==> src/rtl/ps2_command_tx.sv <==
// Host-to-device PS/2 command transmitter: clock inhibit, request-to-send,
// 11-bit frame shift-out on device clock falls, ACK check and timeouts.
module ps2_command_tx #(
   parameter int unsigned INHIBIT_CYCLES = 5000,
   parameter int unsigned START_TIMEOUT  = 750000,
   parameter int unsigned BIT_TIMEOUT    = 100000,
   parameter int unsigned IDLE_TIMEOUT   = 100000
) (
   input  logic       CLK,
   input  logic       RST,
   input  logic [7:0] cmd_data,
   input  logic       cmd_valid,
   output logic       cmd_ready,
   input  logic       ps2_clk_in,
   input  logic       ps2_dat_in,
   output logic       ps2_clk_oe,
   output logic       ps2_dat_oe,
   output logic       busy,
   output logic       cmd_sent,
   output logic       ack_err,
   output logic       timeout_err
);

   localparam int unsigned MAX_A   = (INHIBIT_CYCLES > START_TIMEOUT) ? INHIBIT_CYCLES : START_TIMEOUT;
   localparam int unsigned MAX_B   = (BIT_TIMEOUT > IDLE_TIMEOUT) ? BIT_TIMEOUT : IDLE_TIMEOUT;
   localparam int unsigned CNT_MAX = (MAX_A > MAX_B) ? MAX_A : MAX_B;
   localparam int unsigned CNT_W   = $clog2(CNT_MAX + 1);

   typedef enum logic [2:0] {
      S_IDLE,
      S_INHIBIT,
      S_RELEASE,
      S_SHIFT,
      S_ACK,
      S_WAIT_IDLE
   } state_e;

   state_e             state_q, state_d;
   logic [9:0]         frame_q, frame_d;
   logic [3:0]         bit_cnt_q, bit_cnt_d;
   logic [CNT_W-1:0]   cnt_q, cnt_d;
   logic               clk_s1_q, clk_s2_q, clk_prev_q;
   logic               dat_s1_q, dat_s2_q;
   logic               clk_oe_q, clk_oe_d;
   logic               dat_oe_q, dat_oe_d;
   logic               ready_q, ready_d;
   logic               busy_q, busy_d;
   logic               sent_q, sent_d;
   logic               ack_err_q, ack_err_d;
   logic               to_err_q, to_err_d;
   logic               fall;
   logic               expire;
   logic               tick;

   assign fall   = clk_prev_q & ~clk_s2_q;
   assign expire = (cnt_q <= CNT_W'(1));

   // State, synchronisers and registered outputs
   always_ff @(posedge CLK) begin
      if (!RST) begin
         state_q    <= S_IDLE;
         frame_q    <= '0;
         bit_cnt_q  <= '0;
         cnt_q      <= '0;
         clk_s1_q   <= 1'b1;
         clk_s2_q   <= 1'b1;
         clk_prev_q <= 1'b1;
         dat_s1_q   <= 1'b1;
         dat_s2_q   <= 1'b1;
         clk_oe_q   <= 1'b0;
         dat_oe_q   <= 1'b0;
         ready_q    <= 1'b1;
         busy_q     <= 1'b0;
         sent_q     <= 1'b0;
         ack_err_q  <= 1'b0;
         to_err_q   <= 1'b0;
      end else begin
         state_q    <= state_d;
         frame_q    <= frame_d;
         bit_cnt_q  <= bit_cnt_d;
         cnt_q      <= cnt_d;
         clk_s1_q   <= ps2_clk_in;
         clk_s2_q   <= clk_s1_q;
         clk_prev_q <= clk_s2_q;
         dat_s1_q   <= ps2_dat_in;
         dat_s2_q   <= dat_s1_q;
         clk_oe_q   <= clk_oe_d;
         dat_oe_q   <= dat_oe_d;
         ready_q    <= ready_d;
         busy_q     <= busy_d;
         sent_q     <= sent_d;
         ack_err_q  <= ack_err_d;
         to_err_q   <= to_err_d;
      end
   end

   // Next-state and next-output logic; tick marks cycles where the timeout runs
   always_comb begin
      state_d   = state_q;
      frame_d   = frame_q;
      bit_cnt_d = bit_cnt_q;
      cnt_d     = cnt_q;
      clk_oe_d  = clk_oe_q;
      dat_oe_d  = dat_oe_q;
      sent_d    = 1'b0;
      ack_err_d = 1'b0;
      to_err_d  = 1'b0;
      tick      = 1'b0;

      unique case (state_q)
         S_IDLE: begin
            clk_oe_d = 1'b0;
            dat_oe_d = 1'b0;
            if (cmd_valid && ready_q) begin
               frame_d  = {1'b1, ~^cmd_data, cmd_data};
               cnt_d    = CNT_W'(INHIBIT_CYCLES - 1);
               clk_oe_d = 1'b1;
               dat_oe_d = (INHIBIT_CYCLES == 1);
               state_d  = S_INHIBIT;
            end
         end
         S_INHIBIT: begin
            if (cnt_q == '0) begin
               clk_oe_d  = 1'b0;
               dat_oe_d  = 1'b1;
               bit_cnt_d = '0;
               cnt_d     = CNT_W'(START_TIMEOUT);
               state_d   = S_RELEASE;
            end else begin
               cnt_d = cnt_q - CNT_W'(1);
               // start bit appears on the final inhibit cycle
               if (cnt_q == CNT_W'(1)) dat_oe_d = 1'b1;
            end
         end
         S_RELEASE: state_d = S_SHIFT;
         S_SHIFT: begin
            if (fall) begin
               dat_oe_d  = ~frame_q[0];
               frame_d   = {1'b0, frame_q[9:1]};
               bit_cnt_d = bit_cnt_q + 4'd1;
               cnt_d     = CNT_W'(BIT_TIMEOUT);
               if (bit_cnt_q == 4'd9) state_d = S_ACK;
            end else begin
               tick = 1'b1;
            end
         end
         S_ACK: begin
            if (fall) begin
               dat_oe_d = 1'b0;
               if (!dat_s2_q) begin
                  cnt_d   = CNT_W'(IDLE_TIMEOUT);
                  state_d = S_WAIT_IDLE;
               end else begin
                  ack_err_d = 1'b1;
                  state_d   = S_IDLE;
               end
            end else begin
               tick = 1'b1;
            end
         end
         S_WAIT_IDLE: begin
            if (clk_s2_q && dat_s2_q) begin
               sent_d  = 1'b1;
               state_d = S_IDLE;
            end else begin
               tick = 1'b1;
            end
         end
         default: state_d = S_IDLE;
      endcase

      if (tick) begin
         if (expire) begin
            to_err_d = 1'b1;
            clk_oe_d = 1'b0;
            dat_oe_d = 1'b0;
            state_d  = S_IDLE;
         end else begin
            cnt_d = cnt_q - CNT_W'(1);
         end
      end

      ready_d = (state_d == S_IDLE);
      busy_d  = (state_d != S_IDLE);
   end

   assign cmd_ready   = ready_q;
   assign busy        = busy_q;
   assign ps2_clk_oe  = clk_oe_q;
   assign ps2_dat_oe  = dat_oe_q;
   assign cmd_sent    = sent_q;
   assign ack_err     = ack_err_q;
   assign timeout_err = to_err_q;

endmodule
==> config.mk <==
export PLATFORM = sky130hd
export DESIGN_NAME = ps2_command_tx
export DESIGN_NICKNAME = d
export VERILOG_FILES = /design/src/rtl/ps2_command_tx.sv
export SDC_FILE = /design/constraint.sdc
export NUM_CORES = 1
export LEC_CHECK = 0
export CORE_MARGIN = 4
export CORE_UTILIZATION = 35
export DETAILED_ROUTE_END_ITERATION = 8
export HOLD_SLACK_MARGIN = 0.08
export PLACE_DENSITY_LB_ADDON = 0.1
export SLEW_MARGIN = 20
export SYNTH_ARGS = -nofsm -noshare
export SYNTH_HDL_FRONTEND = slang
export SYNTH_SLANG_ARGS = --single-unit
==> constraint.sdc <==
create_clock -name CLK -period 2.28 [get_ports CLK]
set_input_delay 0.228 -clock CLK [delete_from_list [all_inputs] [get_ports CLK]]
set_output_delay 0.228 -clock CLK [all_outputs]
set_load 0.01 [all_outputs]
# Yosys cells after proc, flatten, opt, wreduce, memory -nomap -nowiden
# Cells that the tools add are included.
[word_totals]
output_inout_bits = 7
ff_bits = 49
wordCells = 89
in_bits = 13
[op_classes]
mux = 42
magnitude_cmp = 1
n_eq_ne = 10
reduce_logical = 15
bitwise = 3
add_sub_neg = 2
[ops]
columns = ["cell", "count"]
rows = [
  ["$mux W20", 7],
  ["$pmux W20 S4", 1],
  ["$mux W3", 9],
  ["$eq A20 B1 Y1 const B", 1],
  ["$le A20 B1 Y1 const B", 1],
  ["$logic_not A20 Y1", 1],
  ["$mux W10", 2],
  ["$pmux W10 S2", 1],
  ["$sub A20 B1 Y20 const B", 1],
  ["$pmux W3 S6", 1],
  ["$mux W1", 15],
  ["$reduce_and A3 Y1", 3],
  ["$mux W4", 2],
  ["$pmux W4 S2", 1],
  ["$reduce_xnor A8 Y1", 1],
  ["$eq A3 B2 Y1 const B", 2],
  ["$eq A3 B3 Y1 const B", 2],
  ["$logic_not A3 Y1", 2],
  ["$ne A2 B2 Y1 const B", 3],
  ["$add A4 B1 Y4 const B", 1],
  ["$eq A4 B4 Y1 const B", 1],
  ["$pmux W1 S2", 2],
  ["$pmux W1 S4", 1],
  ["$reduce_and A2 Y1", 2],
  ["other kinds (7)", 10],
]

# Depth between registers and ports, before layout
[logic_depth]
ltp_word = 7
ltp_mapped = 9
mapped_depth_nobuf = 8

# Least setup slack after synthesis
# OpenSTA, ideal clock, no wires.
[synth_timing]
path_type = "reg2reg"
start = "register cnt_q[4]"
end = "register cnt_q[17]"
period_less_slack_ns = 2.219
path_stages_with_launch = 7
setup_ns = 0.117
t_arrival_ns = 2.102
path_buffers = 0
slack_ns = 0.061
required_ns = 2.163
cell_sequence = "dfxtp_1 or4_4 nor4_4 o211a_1 o21ai_2 a31o_1 a32o_2"
[synth_via]
elab_chain_cells = 5
elab_cells_between_ends = 7
cone_classes = "1 x add/sub; 1 x order compare; 4 x mux; 1 x reduce/logical"
[synth_lines]
columns = ["element", "line_no", "source"]
rows = [
  ["from (decl)", "41", "logic [CNT_W-1:0] cnt_q, cnt_d;"],
  ["from (signal assigned)", "81", "cnt_q <= cnt_d;"],
  ["$sub A20 B1 Y20 / $logic_not A20 Y1 (equally long branches)", "130, 179, 123", ""],
  ["$mux W20", "123", "if (cnt_q == '0) begin"],
  ["$pmux W20 S4", "110", "unique case (state_q)"],
  ["$mux W20", "173", "if (expire) begin"],
  ["$mux W20 *", "172", "if (tick) begin"],
]
# Mark *: on every way between the ends. The rest lies on a longest branch, timed or not.
# A chain may end at the register's enable or synchronous reset.

# Worst setup path in the final report
[layout_timing]
start = "register cnt_q[7]"
end = "register cnt_q[4]"
[layout_via]
elab_chain_cells = 5
elab_cells_between_ends = 6
cone_classes = "1 x order compare; 4 x mux; 1 x reduce/logical"
[layout_lines]
columns = ["element", "line_no"]
rows = [
  ["branches (longest 4 deep; another with $le A20 B1 Y1)", "n/a"],
  ["$mux W20 *", "172"],
]
# Mark *: on every way between the ends.

==> metrics.cfg <==
[sta]
hold_viol = 0
finalSetupTns_ps = 0
setup_ws_ps = 89.5
layout_min_cycle_time_ps = 2190
finalSetupViolCount = 0
drv_slew = 0
whs_ps = 424
fmax_mhz = 457
clock_skew_ps = 12.5
rsz0062_at_grt = no
worst_slew_pin_slew_ps = 508
slew_headroom_pct = 66.1
post-route-period-util_pct = 96.1

[cells_and_area]
antenna_cells = 0
regArea_sq_um = 981
syn2layout_area_growth_pct = 22.6
fill_cells = 757
num-nets-final = 389
layout_commonest_cell = dfxtp_1
multi_input_area_sq_um = 1630
drive_above_1_share_pct = 15.1
mostFrequentLayoutCells = 49 x dfxtp_1, 37 x nand2_1, 32 x nor2_1

[yosys]
synth_cell_types = 61
synth_async_sr_flop_share_pct = 0
synth_top_area_share_pct = 36.3
ys.flop_type = dfxtp_1
netlist_instances = 328
synthTopCellsByArea = dfxtp_1 36%, nand2_1 5.1%, nor2_1 4.4%
synth_edf_count = 0
yosysTopAreaCell = dfxtp_1
syn_nets = 346
ys_ff_latch = 49
netlist_area_sq_um = 2700
ys_warn_count = 0
syn_area_per_cell_sq_um = 8.24
seq_area_frac_synth_pct = 36.3

[floorplan]
fp.dieH_microns = 95.9
initial_core_util_pct = 36.7
dieArea_sq_um = 9190
core_sq_um = 7370
num_rows = 31
pin_count = 20
dieWidth_microns = 95.9

[worst_setup_path]
cpPeakStageDelay_ps = 540
path_cells = or4_4 > nor4_4 > buf_4 > o211a_1 > o21ai_2 > buf_4 > a31oi_1 > o22ai_1
timing_worst_setup_path_type = reg2reg
endpoint_kind = register
path_depth = 8
crit_path_frequent_cell = buf_4
cp.arrival_ps = 2390
startpoint_type = register
cp.required_ps = 2480
path_buf_inv = 2
rr_worst_depth = 8
cp_slowest_cell = or4_4
cp_max_fo = 7
crit_family = simple AND/OR/NAND/NOR gates

[global_routing]
antenna_found_initial = 0
grt_pass1_vias = 2417
grt_start_max_net_pins = 23
grt_pass1_wl_microns = 12200
grt_overflow_total = 0
track_usage_pct = 17.1

[clock_tree]
cts_tree = yes
cts_max_level = 2
cts_max_path_buffers = 2
clockRootBuffer = clkbuf_8
cts.sink_count = 49
cts_made_buffers = 5
insertion_delay_ps = 320
clk_pin_slew_worst_paths_ps = 100

[power_and_ir_drop]
power_leakage_nw = 1.35
p_per_area_nw_per_um2 = 1260
ir_drop_mv = 0.391

[run_status]
status = completed

[placed_design]
place_hpwl_microns = 5300
place_ws_ps = 56.5
port_buffers = 19
place_congestion = 0.873

[routing]
drt_iter0_drc = 165
vias = 2537
drc = 0
first_pass_iters = 7
wl_per_cell_microns = 15.5
drt_wl_total_microns = 7300
via_per_inst = 5.39
final_antenna_net_count = 0

[worst_hold_path]
min_path_type = reg2reg
hold_depth = 1

[run]
cap_violations = 0

[path summary, 6_finish.rpt]
path	startpoint	end	slack [ps]
setup / recovery	cnt_q[7]	cnt_q[4]	90
setup reg to reg	cnt_q[7]	cnt_q[4]	90
hold / removal	dat_s1_q	dat_s2_q	420
hold reg to reg	dat_s1_q	dat_s2_q	420
[cell type report]
| class | instances | share of cell area [%] |
|---|---|---|
| inverters | 12 | 1.36 |
| multi-input cells | 254 | 49.2 |
| repair buffers | 49 | 12.5 |
| flip-flops and latches | 49 | 29.6 |
| well taps | 99 | 3.74 |
| clock buffers | 5 | 2.08 |
| clock inverters | 3 | 1.44 |
[per-layer routing]
layer  vias to the layer above  share of wire, %  global-route usage (%)
li1                       1279                 -                       -
met1                      1180                49                    24.2
met2                        63                44                    25.4
met3                        15               4.4                    3.21
met4                         0               2.0                    6.75
met5                         -                 0                       0
[where the power goes]
group | leakage, nW | switching (mW) | total (mW) | internal (mW)
Combinational | 0.894 | 1.26 | 2.26 | 1.00
Clock | 0.0591 | 0.331 | 0.666 | 0.335
Sequential | 0.402 | 0.181 | 1.23 | 1.05
Total | 1.35 | 1.77 | 4.16 | 2.39
[Yosys cell counts (2+ instances only)]
library cell and count:
a211oi_1 10, a21o_1 4, a21oi_1 21, a22oi_1 3, a31o_2 2, a31oi_1 9
and3_1 3, buf_2 3, clkbuf_1 9, dfxtp_1 49, ha_1 5, inv_1 11
mux2i_1 9, nand2_1 37, nand2b_1 7, nand3_1 10, nand4_1 4, nor2_1 32
nor2b_1 5, nor3_1 11, nor3b_1 2, nor4_1 6, o2111ai_1 2, o211ai_1 2
o21ai_0 13, o21ai_2 2, o22ai_1 4, or2_2 2, or3_1 2, or4_1 2
xnor2_1 11, xor2_1 7
[state kept, by name, summed over array words and instances (netlist names), 3 cells and up]
name	flops
bit_cnt_q	4
cnt_q	20
frame_q	10
state_q	3
[what timing repair did]
item                                    4_1_cts  5_1_grt
gates resized for setup                       0        1
setup buffers                                 0        1
endpoints found under the setup margin        0        7
hold buffers                                  0        0
[logic make-up (layout without fill, tap and decap cells)]
group	Yosys count	in the layout	share of synthesized area, %
AND/OR/NAND/NOR	132	132	25.0
AO/OA/AOI/OAI	89	89	23.1
flip-flops	49	49	36.3
buffers and inverters	25	69	3.61
XOR/XNOR	18	18	5.83
multiplexers	10	10	3.75
adder cells (fa/ha/maj)	5	5	2.31
[through the flow]
step                      power, mW  utilization [%]  std cells  instance area (sq um)
after floorplan                2.72                -        328                   2700
after global placement         3.47             43.2        462                   3180
after detailed placement       3.46             43.2        462                   3180
after CTS                      4.14             44.8        470                   3300
after global routing           4.48             45.0        471                   3310
final                          4.16             45.0        471                   3310
(Power assumes the default switching activity.)
